File: src/rtl/idct_pp_sched_pkg.sv
// Shared types and defaults for the IDCT ping/pong reorder-buffer scheduler.
package idct_pp_sched_pkg;

    localparam int W_PTS_DEF  = 12;
    localparam int W_FCNT_DEF = 16;

    // Per-buffer occupancy state; encoding is visible on the buf_state port.
    typedef enum logic [1:0] {
        BUF_EMPTY = 2'b00,
        BUF_FILL  = 2'b01,
        BUF_FULL  = 2'b10,
        BUF_DRAIN = 2'b11
    } buf_state_e;

    // A buffer can take upstream beats while it is empty or part-way through a frame.
    function automatic logic can_accept(buf_state_e s);
        return (s == BUF_EMPTY) || (s == BUF_FILL);
    endfunction

endpackage

File: src/rtl/idct_pp_sched_if.sv
// Upstream beat handshake from the scaling stage into the scheduler.
interface idct_pp_sched_if;

    logic up_valid;
    logic up_sop;
    logic up_eop;
    logic up_ready;

    modport master (output up_valid, output up_sop, output up_eop, input up_ready);
    modport slave  (input up_valid, input up_sop, input up_eop, output up_ready);

endinterface

File: src/rtl/idct_pp_buf_fsm.sv
// Occupancy state machine for one reorder buffer (EMPTY -> FILL -> FULL -> DRAIN).
module idct_pp_buf_fsm
    import idct_pp_sched_pkg::*;
(
    input  logic       clk,
    input  logic       rst,
    input  logic       fill_start,
    input  logic       fill_done,
    input  logic       drain_go,
    input  logic       drain_done,
    output buf_state_e state
);

    buf_state_e state_q;
    buf_state_e state_d;

    // Next-state: a single-beat frame may start and finish in the same cycle.
    always_comb begin
        // NOTE: every signal written here gets a default first, so no path can infer a latch.
        state_d = state_q;
        case (state_q)
            BUF_EMPTY: begin
                if (fill_done)       state_d = BUF_FULL;
                else if (fill_start) state_d = BUF_FILL;
            end
            BUF_FILL: begin
                if (fill_done) state_d = BUF_FULL;
            end
            BUF_FULL: begin
                if (drain_go) state_d = BUF_DRAIN;
            end
            BUF_DRAIN: begin
                if (drain_done) state_d = BUF_EMPTY;
            end
            default: state_d = BUF_EMPTY;
        endcase
    end

    // State register.
    always_ff @(posedge clk or posedge rst) begin
        // NOTE: non-blocking assignments here so every flop samples pre-edge values.
        if (rst) state_q <= BUF_EMPTY;
        else     state_q <= state_d;
    end

    assign state = state_q;

endmodule

File: src/rtl/idct_pp_sched.sv
// Ping/pong reorder-buffer scheduler: steers frames into a free buffer, drains
// them to the output in frame order and flags malformed frames.
module idct_pp_sched
    import idct_pp_sched_pkg::*;
#(
    parameter int W_PTS  = W_PTS_DEF,
    parameter int W_FCNT = W_FCNT_DEF
) (
    input  logic              clk,
    input  logic              rst,
    input  logic [W_PTS-1:0]  cfg_fftpts,
    idct_pp_sched_if.slave    up,
    output logic              wr_sel,
    output logic [1:0]        wr_en,
    input  logic [1:0]        buf_valid,
    input  logic [1:0]        buf_eop,
    input  logic              dn_ready,
    output logic [1:0]        buf_rd_ready,
    output logic              rd_sel,
    output logic [3:0]        buf_state,
    output logic              err_sop,
    output logic              err_len,
    output logic [W_FCNT-1:0] frames_done
);

    buf_state_e st [2];

    logic [1:0] fill_start;
    logic [1:0] fill_done;
    logic [1:0] drain_go;
    logic [1:0] drain_done;

    logic              wr_sel_q,  wr_sel_d;
    logic              rd_sel_q,  rd_sel_d;
    logic [W_PTS-1:0]  n_q,       n_d;
    logic [W_PTS-1:0]  cnt_q,     cnt_d;
    logic [W_FCNT-1:0] frames_q,  frames_d;
    logic              err_sop_q, err_sop_d;
    logic              err_len_q, err_len_d;
    logic              rdy_en_q,  rdy_en_d;

    logic             acc;
    logic             legal;
    logic [W_PTS-1:0] beat_cnt;
    logic             rd_ok;
    buf_state_e       cur_st;
    buf_state_e       rd_st;

    for (genvar g = 0; g < 2; g++) begin : g_buf
        idct_pp_buf_fsm u_fsm (
            .clk        (clk),
            .rst        (rst),
            .fill_start (fill_start[g]),
            .fill_done  (fill_done[g]),
            .drain_go   (drain_go[g]),
            .drain_done (drain_done[g]),
            .state      (st[g])
        );
    end

    assign cur_st      = st[wr_sel_q];
    assign rd_st       = st[rd_sel_q];
    // Ready is held low through reset and the first edge after release.
    assign up.up_ready = rdy_en_q & can_accept(cur_st);
    assign acc         = up.up_valid & up.up_ready;

    // Write side: classify the accepted beat, track frame length, close frames.
    always_comb begin
        n_d        = n_q;
        cnt_d      = cnt_q;
        wr_sel_d   = wr_sel_q;
        err_sop_d  = 1'b0;
        err_len_d  = 1'b0;
        legal      = 1'b0;
        beat_cnt   = '0;
        fill_start = 2'b00;
        fill_done  = 2'b00;
        if (acc) begin
            if (up.up_sop) begin
                // A sop inside an open frame restarts it in the same buffer.
                err_sop_d = (cur_st == BUF_FILL);
                if (cfg_fftpts == '0) begin
                    err_len_d = 1'b1;
                end else begin
                    legal                = 1'b1;
                    n_d                  = cfg_fftpts;
                    beat_cnt             = W_PTS'(1);
                    fill_start[wr_sel_q] = 1'b1;
                end
            end else if (cur_st == BUF_EMPTY) begin
                err_sop_d = 1'b1;
            end else begin
                legal    = 1'b1;
                beat_cnt = cnt_q + W_PTS'(1);
            end
            if (legal) begin
                cnt_d = beat_cnt;
                // Frame closes on eop or when the length is reached without one.
                if (up.up_eop || (beat_cnt == n_d)) begin
                    fill_done[wr_sel_q] = 1'b1;
                    wr_sel_d            = ~wr_sel_q;
                    err_len_d           = (beat_cnt != n_d) || !up.up_eop;
                end
            end
        end
    end

    // Read side: only the buffer at rd_sel may drain, which keeps frame order.
    always_comb begin
        rd_sel_d     = rd_sel_q;
        frames_d     = frames_q;
        drain_go     = 2'b00;
        drain_done   = 2'b00;
        buf_rd_ready = 2'b00;
        rd_ok        = dn_ready && (rd_st == BUF_DRAIN);
        drain_go[rd_sel_q]     = (rd_st == BUF_FULL);
        buf_rd_ready[rd_sel_q] = rd_ok;
        if (rd_ok && buf_valid[rd_sel_q] && buf_eop[rd_sel_q]) begin
            drain_done[rd_sel_q] = 1'b1;
            rd_sel_d             = ~rd_sel_q;
            frames_d             = frames_q + W_FCNT'(1);
        end
    end

    assign rdy_en_d = 1'b1;

    // Scheduler registers.
    always_ff @(posedge clk or posedge rst) begin
        if (rst) begin
            wr_sel_q  <= 1'b0;
            rd_sel_q  <= 1'b0;
            n_q       <= '0;
            cnt_q     <= '0;
            frames_q  <= '0;
            err_sop_q <= 1'b0;
            err_len_q <= 1'b0;
            rdy_en_q  <= 1'b0;
        end else begin
            wr_sel_q  <= wr_sel_d;
            rd_sel_q  <= rd_sel_d;
            n_q       <= n_d;
            cnt_q     <= cnt_d;
            frames_q  <= frames_d;
            err_sop_q <= err_sop_d;
            err_len_q <= err_len_d;
            rdy_en_q  <= rdy_en_d;
        end
    end

    assign wr_sel      = wr_sel_q;
    assign rd_sel      = rd_sel_q;
    assign wr_en       = legal ? (wr_sel_q ? 2'b10 : 2'b01) : 2'b00;
    assign buf_state   = {st[1], st[0]};
    assign err_sop     = err_sop_q;
    assign err_len     = err_len_q;
    assign frames_done = frames_q;

endmodule
File: src/flat_wrapper.sv
// flat-port wrapper written by rule: the top's interface ports become plain ports
module idct_pp_sched_flat import idct_pp_sched_pkg::*;
#(
    parameter int W_PTS  = W_PTS_DEF,
    parameter int W_FCNT = W_FCNT_DEF
)
  (clk, rst, cfg_fftpts, wr_sel, wr_en, buf_valid, buf_eop, dn_ready, buf_rd_ready, rd_sel, buf_state, err_sop, err_len, frames_done, up_up_valid, up_up_sop, up_up_eop, up_up_ready);
  idct_pp_sched_if up_i ();
  input  logic clk;
  input  logic rst;
  input  logic [W_PTS-1:0] cfg_fftpts;
  output logic wr_sel;
  output logic [1:0] wr_en;
  input  logic [1:0] buf_valid;
  input  logic [1:0] buf_eop;
  input  logic dn_ready;
  output logic [1:0] buf_rd_ready;
  output logic rd_sel;
  output logic [3:0] buf_state;
  output logic err_sop;
  output logic err_len;
  output logic [W_FCNT-1:0] frames_done;
  input wire logic [$bits(up_i.up_valid)-1:0] up_up_valid;
  input wire logic [$bits(up_i.up_sop)-1:0] up_up_sop;
  input wire logic [$bits(up_i.up_eop)-1:0] up_up_eop;
  output wire logic [$bits(up_i.up_ready)-1:0] up_up_ready;
  assign up_i.up_valid = up_up_valid;
  assign up_i.up_sop = up_up_sop;
  assign up_i.up_eop = up_up_eop;
  assign up_up_ready = up_i.up_ready;
  idct_pp_sched #(.W_PTS(W_PTS), .W_FCNT(W_FCNT)) u_core (.clk(clk), .rst(rst), .cfg_fftpts(cfg_fftpts), .up(up_i), .wr_sel(wr_sel), .wr_en(wr_en), .buf_valid(buf_valid), .buf_eop(buf_eop), .dn_ready(dn_ready), .buf_rd_ready(buf_rd_ready), .rd_sel(rd_sel), .buf_state(buf_state), .err_sop(err_sop), .err_len(err_len), .frames_done(frames_done));
endmodule
File: config.mk
export PLATFORM = sky130hd
export DESIGN_NAME = idct_pp_sched_flat
export DESIGN_NICKNAME = d
export VERILOG_FILES = /design/src/rtl/idct_pp_sched_pkg.sv /design/src/rtl/idct_pp_sched_if.sv /design/src/rtl/idct_pp_buf_fsm.sv /design/src/rtl/idct_pp_sched.sv /design/src/flat_wrapper.sv
export SDC_FILE = /design/constraint.sdc
export NUM_CORES = 1
export LEC_CHECK = 0
export ABC_AREA = 1
export BUFFER_PORTS_ARGS = -buffer_cell sky130_fd_sc_hd__buf_2
export CAP_MARGIN = 30
export CORE_MARGIN = 5
export CORE_UTILIZATION = 50
export DETAILED_ROUTE_END_ITERATION = 8
export PLACE_DENSITY = 0.71
export SYNTH_ARGS = -nofsm -noshare
export SYNTH_HDL_FRONTEND = slang
export SYNTH_SLANG_ARGS = --single-unit
File: constraint.sdc
create_clock -name clk -period 2.1 [get_ports clk]
set_input_delay 0.105 -clock clk [delete_from_list [all_inputs] [get_ports clk]]
set_output_delay 0.105 -clock clk [all_outputs]
set_load 0.05 [all_outputs]
Yosys cells after proc, flatten, opt, wreduce, memory -nomap -nowiden. Cells that the tools add are included.

Register bits after elaboration: 49. Bits of input ports: 22. Word-level logic and storage cells: 117.

$add $sub $neg: 2. $lt $le $gt $ge: 6. Eq/ne operators: 19. Mux-type cells: 55. Bitwise logic cells: 8. Reductions and logical operators: 17.

Operator list (number): 12-bit 2-to-1 mux (6); 2-bit 2-to-1 mux (25); 1-bit 2-to-1 mux (20); 16-bit by 1-bit adder with 16-bit output, second input constant (1); 2-bit one-hot mux with 4 select lines (2); 12-bit by 1-bit adder with 12-bit output, second input constant (1); 12-bit equality test (1); 2-bit equality test, second input constant (6); 12-bit logical NOT (1); 12-bit != test (1); 2-bit by 1-bit != test with 1-bit output, second input constant (6); 4-bit AND reduction (2); 2-bit by 1-bit equality test with 1-bit output, second input constant (3); 2-bit logical NOT (3); 3-bit by 1-bit != test with 1-bit output, second input constant (2); 1-bit logical AND (5); 2-bit bitwise AND (2); 2-bit >= comparator, second input constant (2); 1-bit by 2-bit less-than comparator with 1-bit output, second input constant (2); 1-bit NOT with 2-bit output (2); 1-bit logical OR (3); 3-bit AND reduction (1); 1-bit bitwise AND (2); 1-bit demux with 1-bit select (2); other kinds (4) (6).

Depth between registers and ports, before layout. Gate-level depths: netlist of the first run.

Depth after elaboration: 16. Depth in mapped cells: 20.

Hierarchy. Synthesis of the first run repeated with hierarchy kept, for this count alone.

Cell total of the unflattened synthesis: 496. Area, all modules: 3410.8 um^2.

By module, submodules not included: idct_pp_sched (instances 1, cells an instance 430, area an instance 2965.3 um^2, sequential area each 1126.1 um^2); idct_pp_buf_fsm (instances 2, cells an instance 33, area an instance 222.7 um^2, sequential area each 50.0 um^2).

Worst setup path after synthesis of the first run. No wires, ideal clock.

Path type: register to register. Start point: register u_core.wr_sel_q, in the netlist u_core.wr_sel. End point: register u_core.g_buf[0].u_fsm.state_q[1]. Library setup time: 118 ps. Data arrival time: 3335 ps. Path slack: -1354 ps. Cell stages (with the launch flop): 15. Buffers on the path: 1. Period minus slack after synthesis: 3454 ps. Path through: dfrtp_1 buf_6 inv_6 nand2_2 nand2_2 nor2_1 nand2_2 nor2_4 inv_1 nor2_1 nand2_4 nand2_1 nand2_1 nand2_1 nand2_1.

Elaborated cells between the ends (all ways): 33.

RTL lines: start: declaration (RTL line idct_pp_sched.sv:33) `logic wr_sel_q, wr_sel_d;`; start signal: assignment (RTL line idct_pp_sched.sv:139) `wr_sel_q <= wr_sel_d;`; 1-bit NOT with 2-bit output (not written as such) * (RTL line idct_pp_sched.sv:61) `assign cur_st = st[wr_sel_q];`; 2-bit 2-to-1 mux (not written as such) * (3 in series) (RTL line idct_pp_sched.sv:61); 2-bit by 1-bit equality test with 1-bit output or 2-bit logical NOT (tied branches) (RTL line idct_pp_sched_pkg.sv:17) `return (s == BUF_EMPTY) || (s == BUF_FILL);`; 1-bit logical OR * (RTL line idct_pp_sched_pkg.sv:17); 1-bit bitwise AND * (RTL line idct_pp_sched.sv:64) `assign up.up_ready = rdy_en_q & can_accept(cur_st);`; net up_up_ready (RTL line flat_wrapper.sv:26) `output wire logic [$bits(up_i.up_ready)-1:0] up_up_ready;`; 1-bit bitwise AND * (RTL line idct_pp_sched.sv:65) `assign acc = up.up_valid & up.up_ready;`; 2-bit 2-to-1 mux (RTL line idct_pp_sched.sv:78) `if (acc) begin`; 3-bit by 1-bit != test with 1-bit output (no line), or another cell as far along; 4-bit AND reduction (no line) or 2-bit one-hot mux with 4 select lines (tied branches); end signal: assignment (RTL line idct_pp_buf_fsm.sv:43) `else state_q <= state_d;`; end: declaration (RTL line idct_pp_buf_fsm.sv:14) `buf_state_e state_q;`.

Mark *: on every way through the listed nets, which the timed path passes. The rest lies on a longest branch. The select of a mux whose other input is x is not followed. A chain may end at the register's enable or synchronous reset.

Worst setup path after layout of the first run.
Start point: register u_core.wr_sel_q, in the netlist u_core.wr_sel. End point: register u_core.g_buf[1].u_fsm.state_q[1].

Cells in the longest elaborated chain, start to end: 15. Elaborated cells between the ends (all ways): 33.

RTL lines: 1-bit NOT with 2-bit output (not written as such) (RTL line idct_pp_sched.sv:61); 2-bit 2-to-1 mux (not written as such) (3 in series) (RTL line idct_pp_sched.sv:61); 2-bit logical NOT (RTL line idct_pp_sched_pkg.sv:17, idct_pp_sched.sv:90); 12-bit 2-to-1 mux (RTL line idct_pp_sched.sv:90) `end else if (cur_st == BUF_EMPTY) begin`; 12-bit 2-to-1 mux (RTL line idct_pp_sched.sv:79) `if (up.up_sop) begin`; 12-bit 2-to-1 mux (RTL line idct_pp_sched.sv:78); 12-bit equality test (RTL line idct_pp_sched.sv:99) `if (up.up_eop || (beat_cnt == n_d)) begin`; 1-bit logical OR (RTL line idct_pp_sched.sv:99); 2-bit 2-to-1 mux (RTL line idct_pp_sched.sv:99); 2-bit 2-to-1 mux (RTL line idct_pp_sched.sv:96) `if (legal) begin`; 2-bit 2-to-1 mux (RTL line idct_pp_sched.sv:78); 3-bit by 1-bit != test with 1-bit output (no line), or another cell as far along; 4-bit AND reduction (no line) or 2-bit one-hot mux with 4 select lines (tied branches); end signal: assignment (RTL line idct_pp_buf_fsm.sv:43); end: declaration (RTL line idct_pp_buf_fsm.sv:14).

Parallel ways exist; a longest one is shown, timed or not. The select of a mux whose other input is x is not followed.

==> results of run 1 <==
-- cell families after synthesis --
logic type | share of synthesized area [%]
xor gates and xnor gates | 4.34
and+or+nand+nor | 39.0
buffers and inverters | 10.5
adders and majority gates | 4.74
AOI/OAI and AO/OA | 5.25
other | 0.109
DFF | 35.7
muxes | 0.328
-- worst max-delay path by stage --
| stage | end | start | depth (start not counted) |
|---|---|---|---|
| CTS | u_core.g_buf[1].u_fsm.state[1] | u_core.wr_sel | 18 |
| floorplan | u_core.g_buf[0].u_fsm.state[1] | u_core.wr_sel | 14 |
| finish | u_core.g_buf[1].u_fsm.state[1] | u_core.wr_sel | 19 |
| global placement | u_core.g_buf[0].u_fsm.state[1] | u_core.g_buf[0].u_fsm.state[1] | 17 |
| global route | u_core.g_buf[1].u_fsm.state[1] | u_core.cnt_q[1] | 15 |
| detailed placement | u_core.g_buf[1].u_fsm.state[1] | u_core.wr_sel | 18 |
-- layout by cell type, fill, tap and decap left out, drive strengths merged --
cell type    instances
dfrtp               49
nor3b                1
nand4                8
bufinv               1
and3                 1
o21ai               29
inv                 71
nand3               52
xnor2                8
nand3b               1
clkbuf               6
nor2                36
nor3                 4
dlygate4sd3          1
ha                  13
buf                103
nand2              177
a21oi                4
conb                 1
clkinv               1
xor2                 9
mux2                 1
-- cell usage after synthesis (all sizes together) (8+ instances only) --
| master | instances |
|---|---|
| xnor2 | 8 |
| o21ai | 29 |
| dfrtp | 49 |
| buf | 9 |
| nor2 | 36 |
| xor2 | 9 |
| ha | 13 |
| nand4 | 8 |
| nand3 | 52 |
| nand2 | 177 |
| inv | 70 |
-- layout make-up --
type,count,share of cell area [%]
timing repair buffer,105,16.7
clock inverter,3,1.06
multi-input combinational,345,44.9
sequential,49,27.5
clock buffer,5,1.53
inverter,70,6.07
tap,80,2.23
-- repair_timing --
item / in CTS / in global routing
endpoints found under the hold margin: 23 / 0
pin swaps: 8 / 18
buffers inserted: 6 / 8
setup endpoints to repair: 7 / 14
hold buffers: 1 / 0
gates cloned: 1 / 0
resized for setup: 28 / 19
-- flip-flops by register name, summed over array words and instances (netlist names) --
register                  count
u_core.frames_done           16
u_core.wr_sel                 1
u_core.err_sop                1
u_core.rd_sel                 1
u_core.rdy_en_q               1
u_core.g_buf.u_fsm.state      4
u_core.err_len                1
u_core.cnt_q                 12
u_core.n_q                   12
-- worst max-delay path, cell delays in order, from the launching register on --
cell,delay [ns]
dfrtp_2,0.45
clkinv_4,0.10
nand2_4,0.08
nand2_4,0.05
nor2_4,0.13
nor2_4,0.07
buf_12,0.15
buf_8,0.12
nand2_4,0.06
nand3_2,0.08
nand2_1,0.08
nand3_1,0.08
nor2_1,0.12
nand3_2,0.12
nand2_4,0.13
nand2_4,0.08
nand2_2,0.06
nand2_2,0.05
nand2_1,0.07
nand2_1,0.06
-- through the flow --
step                      total power (uW)  TNS (ns)  util, %  setup WS, ns  cell area (um^2)
final                                 4550    -0.511     66.5        -0.139              4490
after global routing                  4870     -1.06     66.5        -0.222              4490
after CTS                             4480    -0.262     64.7       -0.0717              4370
after detailed placement              3490    -0.356     60.1        -0.107              4060
after global placement                3430   -0.0893     60.1       -0.0383              4060
after floorplan                       2840    -0.816        -        -0.201              3480
-- power groups by stage --
stage / Clock (uW) / Sequential [uW] / Combinational (uW)
after detailed placement: 0 / 1360 / 2130
after floorplan: 0 / 1560 / 1290
after global placement: 0 / 1350 / 2080
final: 723 / 1350 / 2480
after CTS: 733 / 1340 / 2400
after global routing: 773 / 1370 / 2720
-- layer usage --
metal	routed length (um)	track usage, %	share of wire, %	vias to the layer above
li1	-	-	-	1669
met4	300	8.91	3.3	0
met5	0	0	0	-
met2	4650	38.0	52	84
met1	3720	25.7	41	1577
met3	305	3.25	3.4	26
==> results.md, run 1 <==
- Sequential share of the synthesized area: roughly 36%
- Hold-critical path depth: 2
- Iter 0 DRT Violations: approximately 170
- Slew @ Worst Pin: about 0.54 ns
- Layout cells sized above 1: 33.4%
- Layout Nets: roughly 600
- Failing checks: setup timing
- Top_reg_cell synth: dfrtp_1
- Synth Instances: 476
- Post-synth top area share: a little over a third
- Max Cap Viol: 0
- Antenna violations before repair: 0
- Drt first pass iters: 5
- Sequential fraction of design power: between 20% and 30%
- Avg Vias per Cell: ~5.1
- Worst R2R Setup Slack: -0.14 ns
- Yosys reg bits: 49
- Worst Hold Path EP: u_core.n_q[4]
- Clock power share: about 16%
- CTS tree: yes
- Synthesized area per cell: between 7 and 8 um^2
- Gr usage total: a little over a fifth
- WL per Instance: 13.6 um
- # IOs: between 50 and 60
- Worst-path clk slew: ~0.10 ns
- Post-synth EDFFs: 0
- H-tree depth: 2
- Startpoint types: flip-flop
- Power Density: roughly 1000 nW/um^2
- Final Slew Violations: 0
- Leakage: 0.00253 uW
- P_sw: a little over 2000 uW
- Ant diodes: 0
- Final worst slack: -0.139 ns
- Crit. End Element: flip-flop
- Die area: about 8600 um^2
- R2R cell count: 19
- Fmax: about 0.45 GHz
- RSZ-0062 raised after global routing: yes
- Clk root buf: clkbuf_8
- Area of the multi-input gates: around 2000 um^2
- Yosys top cell by area: dfrtp_1
- Filler cells: between 500 and 600
- # setup viols final: 5
- Status: complete, but fails checks
- Hold Crit Start: cfg_fftpts[4]
- Worst clock skew: between 0.006 and 0.007 ns
- Worst Path Max Fanout: 5
- Net Sw Frac: between 40 and 50%
- Row count: 30
- Async set or reset register ratio after synthesis: 100%
- FF-to-FF Start: u_core.wr_sel
- Worst EP arrival: about 2.5 ns
- Combinational power share: approximately 55%
- Routed Wire Length: ~9000 um
- Post-synth cell types: 36
- Clk sinks: a little under 50
- Worst min path class: input port to flip-flop
- Global-route wire length before repair: between 10000 and 15000 um
- Reg2reg end: u_core.g_buf[1].u_fsm.state[1]
- I/O Buffers: 50
- Clk buf depth: 2
- Total gr overflow: 0
- Number of global-route vias before repair: 3263
- Headroom to the max-slew limit: 64.0%
- HPWL Detailed: about 6500 um
- P_int: 2510 uW
- DIE WIDTH: about 93 um
- Register area: about 1200 um^2
- Fin. Hold Viols: 0
- Mapped Area: around 3400 um^2
- Final Cycle Share: 107%
- Insertion delay to the later sink of the worst-skew pair: roughly 0.31 ns
- Core Box Area: 6760 um^2
- Vias post-DR: between 3000 and 4000
- Max VDD drop: 951 uV
- Die Ht: approximately 93 um
- Initial Utilization: roughly half
- Finished Layout Cells: 657
- Syn. warnings: 0
- Critical path type: flip-flop to flip-flop
- DRC violations left: 0
- Number of CTS-inserted buffers: 5
- Min Tclk post-route: roughly 2.2 ns
- Placer Congestion: 0.962
- Post-synthesis to final-layout area growth: 30.8%
- Placed Cells: around 630
- Antenna Violating Nets Remaining: 0
- Syn Nets: between 500 and 600
- Top cells by area, synth: dfrtp_1, nand2_1, inv_1
- Worst Path Required: ~2.3 ns
- Hold slack: 0.0571 ns
- Largest net degree at the start of global routing: 27
Note: power is estimated with default switching activity, not from simulation.
==> inputs of run 2 (changes only) <==
- SETUP_SLACK_MARGIN: not set -> 0.5
- clock period: 2.1 -> 2.4 ns (I/O delays scaled with it)
==> run 2 against run 1 <==
Against the previous run: largest power group unchanged; die area unchanged; sequential power decreased by 11%; the flow now finishes without violations; power down 17%; wire length fell by 1.3%.
==> results.md, run 2 (synthesis results as in run 1) <==
- Status: completed (was complete, but fails checks)
- Hold Crit Start: cfg_fftpts[4] (unchanged)
- Power Density: 866 nW/um^2 (was 1010 nW/um^2)
- Clk buf depth: 2 (unchanged)
- Fmax: 0.447 GHz (about the same)
- Reg2reg end: u_core.g_buf[0].u_fsm.state[0] (was u_core.g_buf[1].u_fsm.state[1])
- Final Cycle Share: 93.3% (was 107%)
- Pre-CTS setup slack: -0.0180 ns (was -0.107 ns)
- Core Box Area: 6760 um^2 (unchanged)
- CP cell instances: ha_1, nand3_1, xor2_1, inv_1, nand2_2, nand3_1, nand2_1, nand3_1, nor2_2, nand3_2, nand2_4, nand2_4, a21oi_4, nand2_1, nand2_1 (was clkinv_4, nand2_4, nand2_4, nor2_4, nor2_4, buf_12, buf_8, nand2_4, nand3_2, nand2_1, nand3_1, nor2_1, nand3_2, nand2_4, nand2_4, nand2_2, nand2_2, nand2_1, nand2_1)
- Area of the multi-input gates: 2030 um^2 (was 2020 um^2)
- Final worst slack: 0.161 ns (was -0.139 ns)
- P_sw: 1800 uW (was 2040 uW)
- FF-to-FF Start: u_core.cnt_q[0] (was u_core.wr_sel)
- Antenna Violating Nets Remaining: 0 (unchanged)
- # IOs: 51 (unchanged)
- Net Sw Frac: 47.4% (was 44.9%)
- Fin. Hold Viols: 0 (unchanged)
- Initial Utilization: 50.8% (unchanged)
- Layout cells sized above 1: 33.6% (was 33.4%)
- Fin util: 64.8% (was 66.5%)
- Clock power share: 14.4% (was 15.9%)
- Slowest-stage cell, CP: dfrtp_1 (was dfrtp_2)
- Critical path type: flip-flop to flip-flop (unchanged)
- Largest net degree at the start of global routing: 32 (was 27)
- Max FFs per register: 16 (unchanged)
- Crit. End Element: flip-flop (unchanged)
- # setup viols final: 0 (was 5)
- WL per Instance: 13.7 um (was 13.6 um)
- DRC violations left: 0 (unchanged)
- Drt first pass iters: 4 (was 5)
- Total gr overflow: 0 (unchanged)
- Leakage: 0.00241 uW (was 0.00253 uW)
- Die Ht: 92.9 um (unchanged)
- Row count: 30 (unchanged)
- Max incr delay on CP: 0.42 ns (was 0.45 ns)
- Worst EP arrival: 2.50 ns (was 2.45 ns)
- Die area: 8620 um^2 (unchanged)
- Avg Vias per Cell: 5.07 (was 5.11)
- Hold-critical path depth: 2 (unchanged)
- Register area: 1240 um^2 (was 1230 um^2)
- Combinational power share: 54.1% (was 54.5%)
- Iter 0 DRT Violations: 182 (was 165)
- P_int: 2000 uW (was 2510 uW)
- Ant diodes: 0 (unchanged)
- DIE WIDTH: 92.9 um (unchanged)
- I/O Buffers: 50 (unchanged)
- Worst Path Required: 2.66 ns (was 2.31 ns)
- Layout Nets: 602 (was 611)
- Routed Wire Length: 8850 um (was 8970 um)
- Insertion delay to the later sink of the worst-skew pair: 0.32 ns (was 0.31 ns)
- Final Slew Violations: 0 (unchanged)
- H-tree depth: 2 (unchanged)
- Placer Congestion: 0.892 (was 0.962)
- Vias post-DR: 3288 (was 3356)
- Worst clock skew: 0.00660 ns (was 0.00688 ns)
- Commonest non-fill, non-tap cell in the layout: nand2_1 (unchanged)
- Gr usage total: 21.1% (was 21.4%)
- Filler cells: 584 (was 588)
- Worst Path Max Fanout: 5 (unchanged)
- Worst min path class: input port to flip-flop (unchanged)
- Max VDD drop: 811 uV (was 951 uV)
- Worst-path clk slew: 0.10 ns (about the same)
- Number of CTS-inserted buffers: 5 (unchanged)
- Antenna violations before repair: 0 (unchanged)
- HPWL Detailed: 6050 um (was 6510 um)
- CTS tree: yes (unchanged)
- Commonest cells after routing, fill and taps aside: nand2_1, inv_1, buf_2 (was nand2_1, inv_1, buf_4)
- Clk sinks: 49 (unchanged)
- Startpoint types: flip-flop (unchanged)
- Min Tclk post-route: 2.24 ns (about the same)
- Global-route wire length before repair: 14800 um (was 14900 um)
- Worst Hold Path EP: u_core.n_q[4] (unchanged)
- Worst R2R Setup Slack: 0.16 ns (was -0.14 ns)
- RSZ-0062 raised after global routing: yes (unchanged)
- R2R cell count: 15 (was 19)
- Sequential fraction of design power: 31.6% (was 29.6%)
- Max Cap Viol: 0 (unchanged)
- Clk root buf: clkbuf_8 (unchanged)
- Post-synthesis to final-layout area growth: 27.6% (was 30.8%)
- Number of global-route vias before repair: 3184 (was 3263)
run 2: cell count changes in the layout (fill, tap and decap cells not counted), sizes merged:
| cell | previous run | this run |
|---|---|---|
| clkbuf | 6 | 5 |
| inv | 71 | 72 |
| buf | 103 | 94 |
| nor2 | 36 | 37 |
| bufinv | 1 | 0 |
run 2: cell type report:
| class | count | share of cell area [%] |
|---|---|---|
| Inverter | 70 | 6.46 |
| Multi-Input combinational cell | 346 | 46.3 |
| Sequential cell | 49 | 28.2 |
| Timing Repair Buffer | 95 | 14.5 |
| Tap cell | 80 | 2.29 |
| Clock inverter | 3 | 0.657 |
| Clock buffer | 5 | 1.57 |
run 2: power groups by stage:
stage	combinational [uW]	clock [uW]	sequential (uW)
2_1_floorplan	1140	0	1360
3_3_place_gp	1530	0	1220
3_5_place_dp	1560	0	1230
4_1_cts	1870	558	1190
5_1_grt	2260	599	1220
6_report	2050	545	1200
run 2: stage by stage:
step | instance area, um^2 | hold slack [ns] | TNS (ns) | instances | power, uW
4_1_cts | 4190 | 0.0618 | 0 | 632 | 3620
3_5_place_dp | 3780 | 0.135 | -0.0543 | 599 | 2800
5_1_grt | 4380 | 0.0689 | 0 | 648 | 4080
3_3_place_gp | 3780 | 0.132 | 0 | 599 | 2750
6_report | 4380 | 0.0652 | 0 | 648 | 3800
2_1_floorplan | 3490 | 0.263 | 0 | 476 | 2500
run 2: timing repair:
| action | in CTS | in global routing |
|---|---|---|
| hold buffers | 1 | 0 |
| gates cloned | 1 | 0 |
| resized for setup | 32 | 26 |
| setup buffers | 23 | 16 |
| endpoints found under the setup margin | 24 | 14 |
| hold endpoints to repair | 18 | 0 |
| pin swaps | 17 | 19 |
run 2: metal layers:
metal  global-route usage [%]  wire (um)  vias up
met5                        0          0        -
met4                     6.47        123        0
met3                     3.98        438       11
met2                     35.8       4400       84
met1                     27.3       3890     1537
li1                         -          -     1656
run 2: critical path: cells and delay by family (launching register included):
kind,cells,cell delay (ns)
adders and majority gates,1,0.25
DFF,1,0.42
AOI/OAI and AO/OA,1,0.16
buffers and inverters,1,0.08
and+or+nand+nor,11,1.03
xor gates and xnor gates,1,0.23
run 2: worst max-delay path by stage:
stage	startpoint	end	slack (ns)	depth (start not counted)
finish	u_core.cnt_q[0]	u_core.g_buf[0].u_fsm.state[0]	0.16	15
global route	u_core.cnt_q[0]	u_core.g_buf[0].u_fsm.state[0]	0.04	15
CTS	u_core.wr_sel	u_core.g_buf[1].u_fsm.state[1]	0.26	19
detailed placement	u_core.wr_sel	u_core.g_buf[1].u_fsm.state[1]	-0.02	15
global placement	u_core.wr_sel	u_core.g_buf[0].u_fsm.state[1]	0.05	15
floorplan	u_core.wr_sel	u_core.g_buf[0].u_fsm.state[1]	0.09	14
